<file path="src/rtl/fifo_pkg.sv">
// rtl/fifo_pkg.sv - shared defaults and pop classification for the dual-read FIFO
package fifo_pkg;

  localparam int DEFAULT_DATA_WIDTH    = 65;
  localparam int DEFAULT_ADDRESS_WIDTH = 3;

  // Encoding equals the read pointer step, so it feeds fifo_ptr_step directly.
  typedef enum logic [1:0] {
    POP_NONE   = 2'd0,
    POP_SINGLE = 2'd1,
    POP_PAIR   = 2'd2
  } pop_e;

  function automatic pop_e pop_kind(input logic rd_req, input logic stall,
                                    input logic drain, input logic has_pair,
                                    input logic has_one);
    pop_e kind;
    kind = POP_NONE;
    if (rd_req && !stall) begin
      if (has_pair) kind = POP_PAIR;
      else if (has_one && drain) kind = POP_SINGLE;
    end
    return kind;
  endfunction

endpackage

</file>
<file path="src/rtl/fifo_ptr_step.sv">
// rtl/fifo_ptr_step.sv - binary pointer advancing by 0/1/2 modulo FIFO_DEPTH
module fifo_ptr_step #(
  parameter int ADDRESS_WIDTH = 3,
  parameter int FIFO_DEPTH    = (1 << ADDRESS_WIDTH)
) (
  input  logic                     clk,
  input  logic                     clear,
  input  logic [1:0]               step,
  output logic [ADDRESS_WIDTH-1:0] ptr
);

  localparam logic [ADDRESS_WIDTH:0] DEPTH_W = (ADDRESS_WIDTH+1)'(FIFO_DEPTH);

  logic [ADDRESS_WIDTH-1:0] ptr_q, ptr_d;
  logic [ADDRESS_WIDTH:0]   sum;
  logic [ADDRESS_WIDTH:0]   wrapped;

  // One extra bit holds ptr+step before the modulo fold.
  always_comb begin
    sum     = {1'b0, ptr_q} + (ADDRESS_WIDTH+1)'(step);
    wrapped = sum;
    if (sum >= DEPTH_W) wrapped = sum - DEPTH_W;
    ptr_d   = wrapped[ADDRESS_WIDTH-1:0];
  end

  always_ff @(posedge clk) begin
    if (clear) ptr_q <= '0;
    else       ptr_q <= ptr_d;
  end

  assign ptr = ptr_q;

endmodule

</file>
<file path="src/rtl/fifo_1w_2r.sv">
// rtl/fifo_1w_2r.sv - one-write, pair-read FIFO with single-word drain
module fifo_1w_2r
  import fifo_pkg::*;
#(
  parameter int DATA_WIDTH    = DEFAULT_DATA_WIDTH,
  parameter int ADDRESS_WIDTH = DEFAULT_ADDRESS_WIDTH,
  parameter int FIFO_DEPTH    = (1 << ADDRESS_WIDTH)
) (
  input  logic                   Clk,
  input  logic                   Clear_in,
  input  logic [DATA_WIDTH-1:0]  Data_in,
  input  logic                   WriteEn_in,
  output logic                   Full_out,
  output logic                   Overflow_out,
  input  logic                   stall,
  input  logic                   ReadEn_in,
  input  logic                   Drain_in,
  output logic [DATA_WIDTH-1:0]  Data_out_1,
  output logic [DATA_WIDTH-1:0]  Data_out_2,
  output logic                   Data_valid,
  output logic                   Second_valid,
  output logic                   Empty_out,
  output logic [ADDRESS_WIDTH:0] Count_out
);

  localparam logic [ADDRESS_WIDTH:0]   DEPTH_W  = (ADDRESS_WIDTH+1)'(FIFO_DEPTH);
  localparam logic [ADDRESS_WIDTH-1:0] LAST_IDX = ADDRESS_WIDTH'(FIFO_DEPTH - 1);

  logic [DATA_WIDTH-1:0]    mem_q [FIFO_DEPTH];
  logic [ADDRESS_WIDTH-1:0] wr_ptr, rd_ptr, rd_ptr_next;
  logic [ADDRESS_WIDTH:0]   count_q, count_d;
  logic                     overflow_q, overflow_d;
  logic [DATA_WIDTH-1:0]    data_out_1_q, data_out_1_d;
  logic [DATA_WIDTH-1:0]    data_out_2_q, data_out_2_d;
  logic                     data_valid_q, data_valid_d;
  logic                     second_valid_q, second_valid_d;
  logic                     full, wr_en;
  logic [1:0]               wr_step, rd_step;
  pop_e                     pop;

  // All decisions use pre-edge occupancy, so a word written this cycle cannot be popped until the next.
  assign full        = (count_q == DEPTH_W);
  assign wr_en       = WriteEn_in && !full;
  assign pop         = pop_kind(ReadEn_in, stall, Drain_in, count_q >= 2, count_q == 1);
  assign wr_step     = {1'b0, wr_en};
  assign rd_step     = pop;
  assign rd_ptr_next = (rd_ptr == LAST_IDX) ? '0 : rd_ptr + 1'b1;

  fifo_ptr_step #(.ADDRESS_WIDTH(ADDRESS_WIDTH), .FIFO_DEPTH(FIFO_DEPTH)) u_wr_ptr (
    .clk  (Clk),
    .clear(Clear_in),
    .step (wr_step),
    .ptr  (wr_ptr)
  );

  fifo_ptr_step #(.ADDRESS_WIDTH(ADDRESS_WIDTH), .FIFO_DEPTH(FIFO_DEPTH)) u_rd_ptr (
    .clk  (Clk),
    .clear(Clear_in),
    .step (rd_step),
    .ptr  (rd_ptr)
  );

  always_comb begin
    count_d        = count_q + (ADDRESS_WIDTH+1)'(wr_en) - (ADDRESS_WIDTH+1)'(rd_step);
    overflow_d     = overflow_q || (WriteEn_in && full);
    data_out_1_d   = data_out_1_q;
    data_out_2_d   = data_out_2_q;
    data_valid_d   = 1'b0;
    second_valid_d = 1'b0;
    case (pop)
      POP_PAIR: begin
        data_out_1_d   = mem_q[rd_ptr];
        data_out_2_d   = mem_q[rd_ptr_next];
        data_valid_d   = 1'b1;
        second_valid_d = 1'b1;
      end
      POP_SINGLE: begin
        data_out_1_d = mem_q[rd_ptr];
        data_out_2_d = '0;
        data_valid_d = 1'b1;
      end
      default: ;
    endcase
  end

  always_ff @(posedge Clk) begin
    if (Clear_in) begin
      count_q        <= '0;
      overflow_q     <= 1'b0;
      data_out_1_q   <= '0;
      data_out_2_q   <= '0;
      data_valid_q   <= 1'b0;
      second_valid_q <= 1'b0;
    end else begin
      count_q        <= count_d;
      overflow_q     <= overflow_d;
      data_out_1_q   <= data_out_1_d;
      data_out_2_q   <= data_out_2_d;
      data_valid_q   <= data_valid_d;
      second_valid_q <= second_valid_d;
    end
  end

  // Storage is deliberately left out of the clear; stale words are unreachable once pointers reset.
  always_ff @(posedge Clk) begin
    if (wr_en && !Clear_in) mem_q[wr_ptr] <= Data_in;
  end

  assign Full_out     = full;
  assign Empty_out    = (count_q < 2);
  assign Count_out    = count_q;
  assign Overflow_out = overflow_q;
  assign Data_out_1   = data_out_1_q;
  assign Data_out_2   = data_out_2_q;
  assign Data_valid   = data_valid_q;
  assign Second_valid = second_valid_q;

endmodule

</file>
<file path="config.mk">
export PLATFORM = sky130hd
export DESIGN_NAME = fifo_1w_2r
export DESIGN_NICKNAME = d
export VERILOG_FILES = /design/src/rtl/fifo_pkg.sv /design/src/rtl/fifo_ptr_step.sv /design/src/rtl/fifo_1w_2r.sv
export SDC_FILE = /design/constraint.sdc
export NUM_CORES = 1
export LEC_CHECK = 0
export CORE_MARGIN = 3
export CORE_UTILIZATION = 50
export DETAILED_ROUTE_END_ITERATION = 8
export PLACE_DENSITY = 0.73
export SLEW_MARGIN = 40
export SYNTH_ARGS = -nofsm -noshare
export SYNTH_HDL_FRONTEND = slang
export SYNTH_SLANG_ARGS = --single-unit
</file>
<file path="constraint.sdc">
create_clock -name Clk -period 16.07 [get_ports Clk]
set_input_delay 3.214 -clock Clk [delete_from_list [all_inputs] [get_ports Clk]]
set_output_delay 3.214 -clock Clk [all_outputs]
set_load 0.02 [all_outputs]
</file>
# Word level (Yosys, flattened, before mapping)

Memory sizes are Yosys's and may differ from the RTL's. A register that Yosys moved wholly into a read port is not among the register bits.
Cells that the tools add are included.

Register bits: 78
Input port bits: 71
Memories kept: 1
Memory bits (writable): 520
Output and inout port bits: 139

Memories:

| memory | words | bits a word | read ports | clocked after Yosys merged registers in | write ports | RTL line         | RTL |
|---|---|---|---|---|---|---|---|
| mem_q  | 8     | 65          | 2          | 1                                       | 1           | fifo_1w_2r.sv:29 | `logic [DATA_WIDTH-1:0] mem_q [FIFO_DEPTH];` |

$lt $le $gt $ge: 4
Reduce and logical (&&, ||, !) cells: 11
Eq/ne operators: 5
Add/subtract/negate cells: 7
Mux-type cells: 11

Operators with widths:

| kind                  | count |
|---|---|
| $pmux W65 S2          | 1 |
| $mux W3               | 3 |
| $ge A4 B4 Y1 const B  | 2 |
| $sub A3 B1 Y3 const B | 2 |
| $logic_and A1 B1 Y1   | 5 |
| $mux W1               | 5 |
| $add A3 B1 Y4         | 1 |
| $add A3 B2 Y4         | 1 |
| $add A4 B1 Y4         | 1 |
| $eq A4 B1 Y1 const B  | 1 |
| $eq A4 B4 Y1 const B  | 1 |
| $ge A4 B2 Y1 const B  | 1 |
| $lt A4 B2 Y1 const B  | 1 |
| $mux W2               | 2 |
| $sub A4 B2 Y4         | 1 |
| $add A3 B1 Y3 const B | 1 |
| $eq A3 B3 Y1 const B  | 1 |
| $logic_not A1 Y1      | 3 |
| $eq A2 B1 Y1 const B  | 1 |
| $eq A2 B2 Y1 const B  | 1 |
| $reduce_bool A2 Y1    | 1 |
| $reduce_or A2 Y1      | 1 |
| $logic_or A1 B1 Y1    | 1 |

# Depth between registers and ports, before layout

Word-level depth: 8
Gate-level depth with buffers: 12
Mapped depth without buffers: 12

# By module

From an unflattened synthesis, not the netlist that was laid out.

Cells, all modules: 1641
Area, all modules: 27731.6 um2

By module, submodules not included:

| module        | instances | area an instance (um2) | cells each | sequential area each (um2) |
|---|---|---|---|---|
| fifo_1w_2r    | 1         | 27496.4                | 1623       | 18357.6 |
| fifo_ptr_step | 2         | 117.6                  | 9          | 60.1 |

# Worst setup path after synthesis

No wires, ideal clock.

Path kind: input to register
From: input port Clear_in
To: memory mem_q[1][0] (netlist name), enable pin
Path buffers: 1
Stages on the path: 3
Slack: 7.205 ns
Data required time: 15.502 ns
Data arrival time: 8.297 ns
Cell sequence: buf_2 or3b_2 nor3_1

Cells in the longest elaborated chain, start to end: 4

RTL lines:

| what                          | RTL line          | RTL |
|---|---|---|
| start: declaration            | fifo_1w_2r.sv:10  | `input logic Clear_in,` |
| $logic_not A1 Y1              | fifo_1w_2r.sv:106 | `if (wr_en && !Clear_in) mem_q[wr_ptr] <= Data_in;` |
| $logic_and A1 B1 Y1           | fifo_1w_2r.sv:106 |  |
| $mux W1                       | fifo_1w_2r.sv:106 |  |
| $mux W1 (not written as such) | fifo_1w_2r.sv:106 |  |
| end: declaration              | fifo_1w_2r.sv:29  |  |

No other way between the ends.

# Worst setup path after layout

From: input port stall
To: register data_out_1_q[40] (netlist: Data_out_1[40])

Cells in the longest elaborated chain, start to end: 5
Elaborated cells on any way between the ends: 6

RTL lines:

| what                                         | RTL line         | RTL |
|---|---|---|
| start: declaration                           | fifo_1w_2r.sv:15 | `input logic stall,` |
| $logic_not A1 Y1 *                           | fifo_pkg.sv:19   | `if (rd_req && !stall) begin` |
| $logic_and A1 B1 Y1 *                        | fifo_pkg.sv:19   |  |
| $mux W2 *                                    | fifo_pkg.sv:19   |  |
| $eq A2 B2 Y1 or $eq A2 B1 Y1 (tied branches) | fifo_1w_2r.sv:70 | `case (pop)` |
| $reduce_or A2 Y1 (no source line) *          | -                |  |
| end signal: assignment                       | fifo_1w_2r.sv:97 | `data_out_1_q <= data_out_1_d;` |
| end: declaration                             | fifo_1w_2r.sv:33 | `logic [DATA_WIDTH-1:0] data_out_1_q, data_out_1_d;` |

Every way passes the cells marked *; elsewhere a longest branch is shown, timed or not.
A chain may end at the register's enable or synchronous reset.

==> results.txt <==
Status: complete, no violations
Post-Syn Area: 28,000 um2
Seq cells post-synth: 663
WP buf/inv: 3
Comb pwr share: 18.2%
Setup TNS: 0 ps
Post-synth cell types: 43
IO Pins: 210
Ys async rst share: 0%
Ys Warns: 0
Main area contributors after synthesis: edfxtp_1, mux4_2, dfxtp_1
Actual slew at the worst max-slew pin: 870 ps
Area after DPL: 30,900 um2
CTS root buf: clkbuf_16
Core area: 55,300 um2
Post-synth top area share: 55.7%
Crit Path Class: input port to register
Setup Fix Bufs, Post-CTS: 0
Hold Buf Count CTS: 0
Num CTS Buffers: 68
Slew Viols, Final: 0
Initial core utilization: 50.7%
Layout area overhead: 18.5%
Avg WL per Cell: 27.2 um
Hold crit path type: register to register
Chip width: 243 um
RSZ-0062 raised after global routing: no
Seq pwr share: 45.7%
Worst VDD drop: 0.101 mV
Setup slack, reg-to-reg: 12,160 ps
DRC errors left: 0
Net Count, Synth: 1,763
Largest net degree at the start of global routing: 66
Worst setup SP type: input port
Max H-tree Level: 3
Drt first-iter violations: 1,498
Seq/Total Area, Yosys: 65.9%
Final Setup Violations: 0
Top-count cell post-synth: edfxtp_1
Total gr overflow: 0
Clock share of power: 36.1%
Syn Inst Count: 1,676
Max-cap viol count: 0
Max frequency: 0.162 GHz
CTS Buffer Depth: 3
Via Count: 16,800
Synth top cells by count: edfxtp_1, mux4_2, dfxtp_1
Pwr/cell area: 135 nW/um2
Period Utilization, post-route: 38.5%
Slew HR: 42.0%
Port-buffer cells: 209
Clock skew: 21.7 ps
Avg Inst Size Synth: 16.7 um2
Sw Share: 26.5%
Worst endpoint required time: 16,580 ps
Vias per Instance: 6.29
Pre-Repair DR Iteration Count: 5
Final min period: 6190 ps
First-pass GRT wire length: 109 mm
Share of cells above drive strength 1: 20.7%
Initial antenna violation count: 12
Aggregate global-route resource usage: 24.6%
Slowest stage delay, CP: 730 ps
Design Area, Final: 33,200 um2
Crit end category: register
Overall power: 4480 uW
Final WL: 72.7 mm
Crit-path cells: clkdlybuf4s50_1 -> nand2b_1 -> or2_2 -> ha_4 -> buf_12 -> or2_4 -> buf_4 -> o22ai_1 -> nor3_1
Vias in the first global route: 17,300
EDFF count, synth: 520
Static Leakage: 0.0105 uW
Crit-path max FO: 48
Hold Vio Cnt, Final: 0
Rows: 86
Clock sink count: 663
DPL Wire Length: 41.7 mm
CTS tree: yes
# nets final: 1,945
Synth Flop Type: edfxtp_1
Placer Congestion: 0.760
Arrival @ worst endpoint: 6700 ps
Die height: 243 um
DIE AREA: 58,900 um2
Yosys top cell by area: edfxtp_1
Final ANT Viol Nets: 0
Slowest CP cell: buf_4
Sw Pwr: 1190 uW
Top delay family on crit path: buffers and inverters
Clk_lat worst skew: 610 ps
Clock transition at path regs: 60 ps
Internal power: 3290 uW
Post-CTS sizing: 0
==> placed cells by master, fill, tap and decap left out, types with 3 or more instances in the layout <==
cell type and n:
edfxtp_1 520, mux2i_1 68, a32o_1 18, buf_8 3, o31ai_1 16, bufinv_16 8, nor3_1 66, inv_1 12
diode_2 8, clkbuf_1 13, dfxtp_1 141, clkinv_1 6, nand2b_1 4, buf_6 11, o211ai_1 28, clkinvlp_4 3
nor2b_1 71, ha_1 12, a221oi_1 36, clkinv_2 15, clkdlybuf4s50_1 208, nor2_1 10, mux2_2 60, buf_16 3
nand2_1 97, a21oi_1 9, a211oi_1 35, nand3_1 17, nor2_4 12, o22ai_1 81, a22oi_1 3, buf_4 17
clkbuf_16 71, mux4_2 164, a221o_1 33, clkbuf_8 4
==> state kept, by name, summed over array words and instances (netlist names) <==
register and flops:
Overflow_out 1, mem_q 520, Data_out_2 65, u_rd_ptr.ptr 3, u_wr_ptr.ptr 3, Data_out_1 65, Data_valid 1, Count_out 4
Second_valid 1
==> per-stage QoR <==
stage          hold WS, ps  util [%]  worst slack, ps  std cells
6_report               458      60.0             9880       2670
5_1_grt                478      60.0             9820       2667
4_1_cts                462      60.0             9970       2662
3_5_place_dp           453      55.8             9350       2536
3_3_place_gp           435      55.4             9060       2529
2_1_floorplan          519         -             7200       1676
==> power by group through the flow <==
stage          Combinational (uW)  Sequential, uW  Clock [uW]
6_report                      816            2050        1620
3_5_place_dp                  815            2080           0
4_1_cts                       819            2050        1640
3_3_place_gp                  792            2080           0
5_1_grt                       869            2060        1710
2_1_floorplan                 402            2140           0
==> logic make-up (layout without fill, tap and decap cells) <==
logic type               after synthesis  in the layout  synth area share (%)
multiplexers                         292            292                  18.0
flip-flops                           663            663                  65.9
buffers and inverters                144            382                  2.76
other                                  0              8                     0
AO/OA/AOI/OAI                        263            263                  7.21
XOR/XNOR                               4              4                 0.125
AND/OR/NAND/NOR                      294            294                  5.18
adder cells (fa/ha/maj)               16             16                 0.768
==> worst register-to-register path: stages (launching register included) <==
cell and delay (ps):
dfxtp_4 490, ha_1 310, ha_4 200, nor2_4 630, buf_4 510, buf_6 690
mux4_2 640, a221o_1 330
==> per-layer routing <==
layer | up-vias | track usage [%] | wire (um)
met4 | 6 | 8.63 | 1960
met1 | 8596 | 32.2 | 28000
met3 | 151 | 6.22 | 6690
met5 | - | 0 | 41
li1 | 7227 | - | -
met2 | 810 | 40.4 | 36000
==> path summary, 6_finish.rpt <==
check / from / endpoint / cells after the start
setup / recovery: stall / Data_out_1[40]$_SDFFE_PP0P_ / 9
setup reg to reg: u_rd_ptr.ptr[0]$_SDFF_PP0_ / Data_out_2[39]$_SDFFE_PP0P_ / 7
hold / removal: Data_out_2[20]$_SDFFE_PP0P_ / Data_out_2[20]$_SDFFE_PP0P_ / 2
hold reg to reg: Data_out_2[20]$_SDFFE_PP0P_ / Data_out_2[20]$_SDFFE_PP0P_ / 2
==> cell type report <==
type / instances / area [um2]
multi-input combinational: 869 / 8910
inverter: 13 / 51.3
fill: 4108 / 22100
clock buffer: 88 / 1880
sequential: 663 / 18500
timing repair buffer: 243 / 2480
tap: 748 / 936
antenna: 8 / 20.0
clock inverter: 38 / 424
Power figures use the tool's default switching activity.
==> RTL change (same flow settings) <==
Register the output `Overflow_out` once more, without a reset; this adds one clock of latency there. The other outputs are not delayed to match.
--- a/src/rtl/fifo_1w_2r.sv
+++ b/src/rtl/fifo_1w_2r.sv
@@ -111,3 +111,5 @@
   assign Count_out    = count_q;
-  assign Overflow_out = overflow_q;
+  always_ff @(posedge Clk) begin
+    Overflow_out <= overflow_q;
+  end
   assign Data_out_1   = data_out_1_q;
Behaviour: same outputs for any inputs over 4 cycles, from zero or initial values; that may be too few to reach the edited logic, so the function may still have changed.
==> RTL change against the unedited design <==
Non-clock buffer count decreased by 3; worst setup slack improved by 0.15 ns; sequential cell count increased by 1; wire length increased by 0.43%; final area decreased by 0.28%; core utilization decreased by 0.17 points; area after synthesis about the same; register-to-register slack about the same; final cell count decreased by 0.26%; power decreased by 0.42%; fmax increased by 2.5%; critical path type unchanged.
==> RTL change: results (changes against the unedited design) <==
[status]
run_status=finished clean

[global_routing]
met1_usage_pct=33.2  ; +1.0 points
track_usage_pct=24.8  ; +0.17 points
antenna_found_initial=5  ; -7
grt_max_degree=122  ; +85%
grt_first_pass_wirelength_mm=110  ; +0.73%
grt_util_met2_pct=41.2  ; +0.84 points
use_met3_pct=5.55  ; -0.67 points
grt_pass1_vias=17500  ; +1.1%

[cells_and_area]
nets=1945  ; unchanged
drive_gt1_share_pct=20.0  ; -0.67 points
top_register=mem_q

[synthesis]
synth_xor_area_share_pct=0.125  ; about the same
synth_fa_ha_area_share_pct=0.767  ; about the same
synth.area.mux_share_pct=18.0  ; about the same
ys_warn_count=0  ; unchanged
synth-compound-area-share_pct=7.20  ; about the same
synthArstFlopShare_pct=0  ; unchanged
syn-num-nets=1764  ; +0.057%
yosys-top-cells-area=edfxtp_1 56%, mux4_2 13%, dfxtp_1 10%
seq_area_frac_synth_pct=66.0  ; about the same
synth_common_cells=520 x edfxtp_1, 164 x mux4_2, 144 x dfxtp_1

[worst_hold_path]
worstHoldPathType=flop to flop
whs_path_depth=0  ; -2

[worst_setup_path]
cp_max_fo=43  ; -10%
crit_arrival_ns=6.54  ; -0.16 ns
slowest_delay_ns=0.63  ; -0.10 ns
crit_path_top_delay_cell=ha_4

[clocking]
ctsResizeCount=0  ; unchanged
cts_buffers=70  ; +2.9%
insertion_delay_ns=0.60

[routing]
drt_iter0_markers=1678  ; +12%
post_drt_wl_per_cell_um=27.4  ; +0.69%
dr.pass1.iters=5  ; unchanged
viasPerCell=6.39  ; +1.6%

[timing]
clock-skew-final_ns=0.0230  ; +0.00131 ns
worst_slew_pin_slew_ns=0.852  ; -0.0171 ns

[power_and_ir_drop]
ir_worst_vdd_v=0.0000969  ; -3.7%
p_leak_nw=10.5  ; -0.41%

[placement]
place_congestion=0.790  ; +3.9%
dp_hpwl_mm=40.8  ; -2.1%

## RTL change: final timing paths
path / from / to / slack, ns
setup / recovery: stall / Data_out_1[2] / 10.03
hold / removal: overflow_q / Overflow_out / 0.36
setup reg to reg: u_rd_ptr.ptr[0] / Data_out_1[24] / 12.17
hold reg to reg: overflow_q / Overflow_out / 0.36
## RTL change: layer usage
layer,vias up,part of all wire (%)
met5,-,0.042
met4,6,2.5
li1,7201,-
met3,166,9.6
met2,919,49
met1,8714,39
## RTL change: cell type report
type / count / area (sq um)
fill: 4079 / 22200
sequential: 664 / 18500
multi-input combinational: 869 / 8910
timing repair buffer: 240 / 2420
clock buffer: 101 / 2000
tap: 748 / 936
clock inverter: 26 / 265
inverter: 13 / 51.3
antenna: 2 / 5.00
## RTL change: cell families after synthesis
kind of cell | Yosys count
flops | 664
simple gates | 294
mux | 292
compound gates | 263
buf+inv | 144
fa+ha+maj | 16
xor+xnor | 4
## RTL change: report_power, final
part / total (mW) / internal, mW / switching [mW]
clock: 1.59 / 0.948 / 0.646
combinational: 0.804 / 0.361 / 0.443
sequential: 2.07 / 1.97 / 0.0958
total: 4.46 / 3.28 / 1.19
## RTL change: stage by stage
stage          hold WS (ns)  setup slack (ns)  instance area, sq um  std cells
4_1_cts               0.356              9.82                 33000       2658
2_1_floorplan         0.331              7.20                 28000       1677
3_3_place_gp          0.343              9.26                 30700       2531
6_report              0.356             10.03                 33100       2663
5_1_grt               0.369              9.91                 33100       2661
3_5_place_dp          0.343              9.26                 30700       2531
## RTL change: worst reg2reg max path, stage by stage, from the launching register on
cell and delay (ns):
dfxtp_4 0.58, buf_12 0.38, buf_16 0.45, buf_6 0.66
buf_4 0.73, mux4_2 0.63, o22ai_1 0.23, nor3_1 0.09
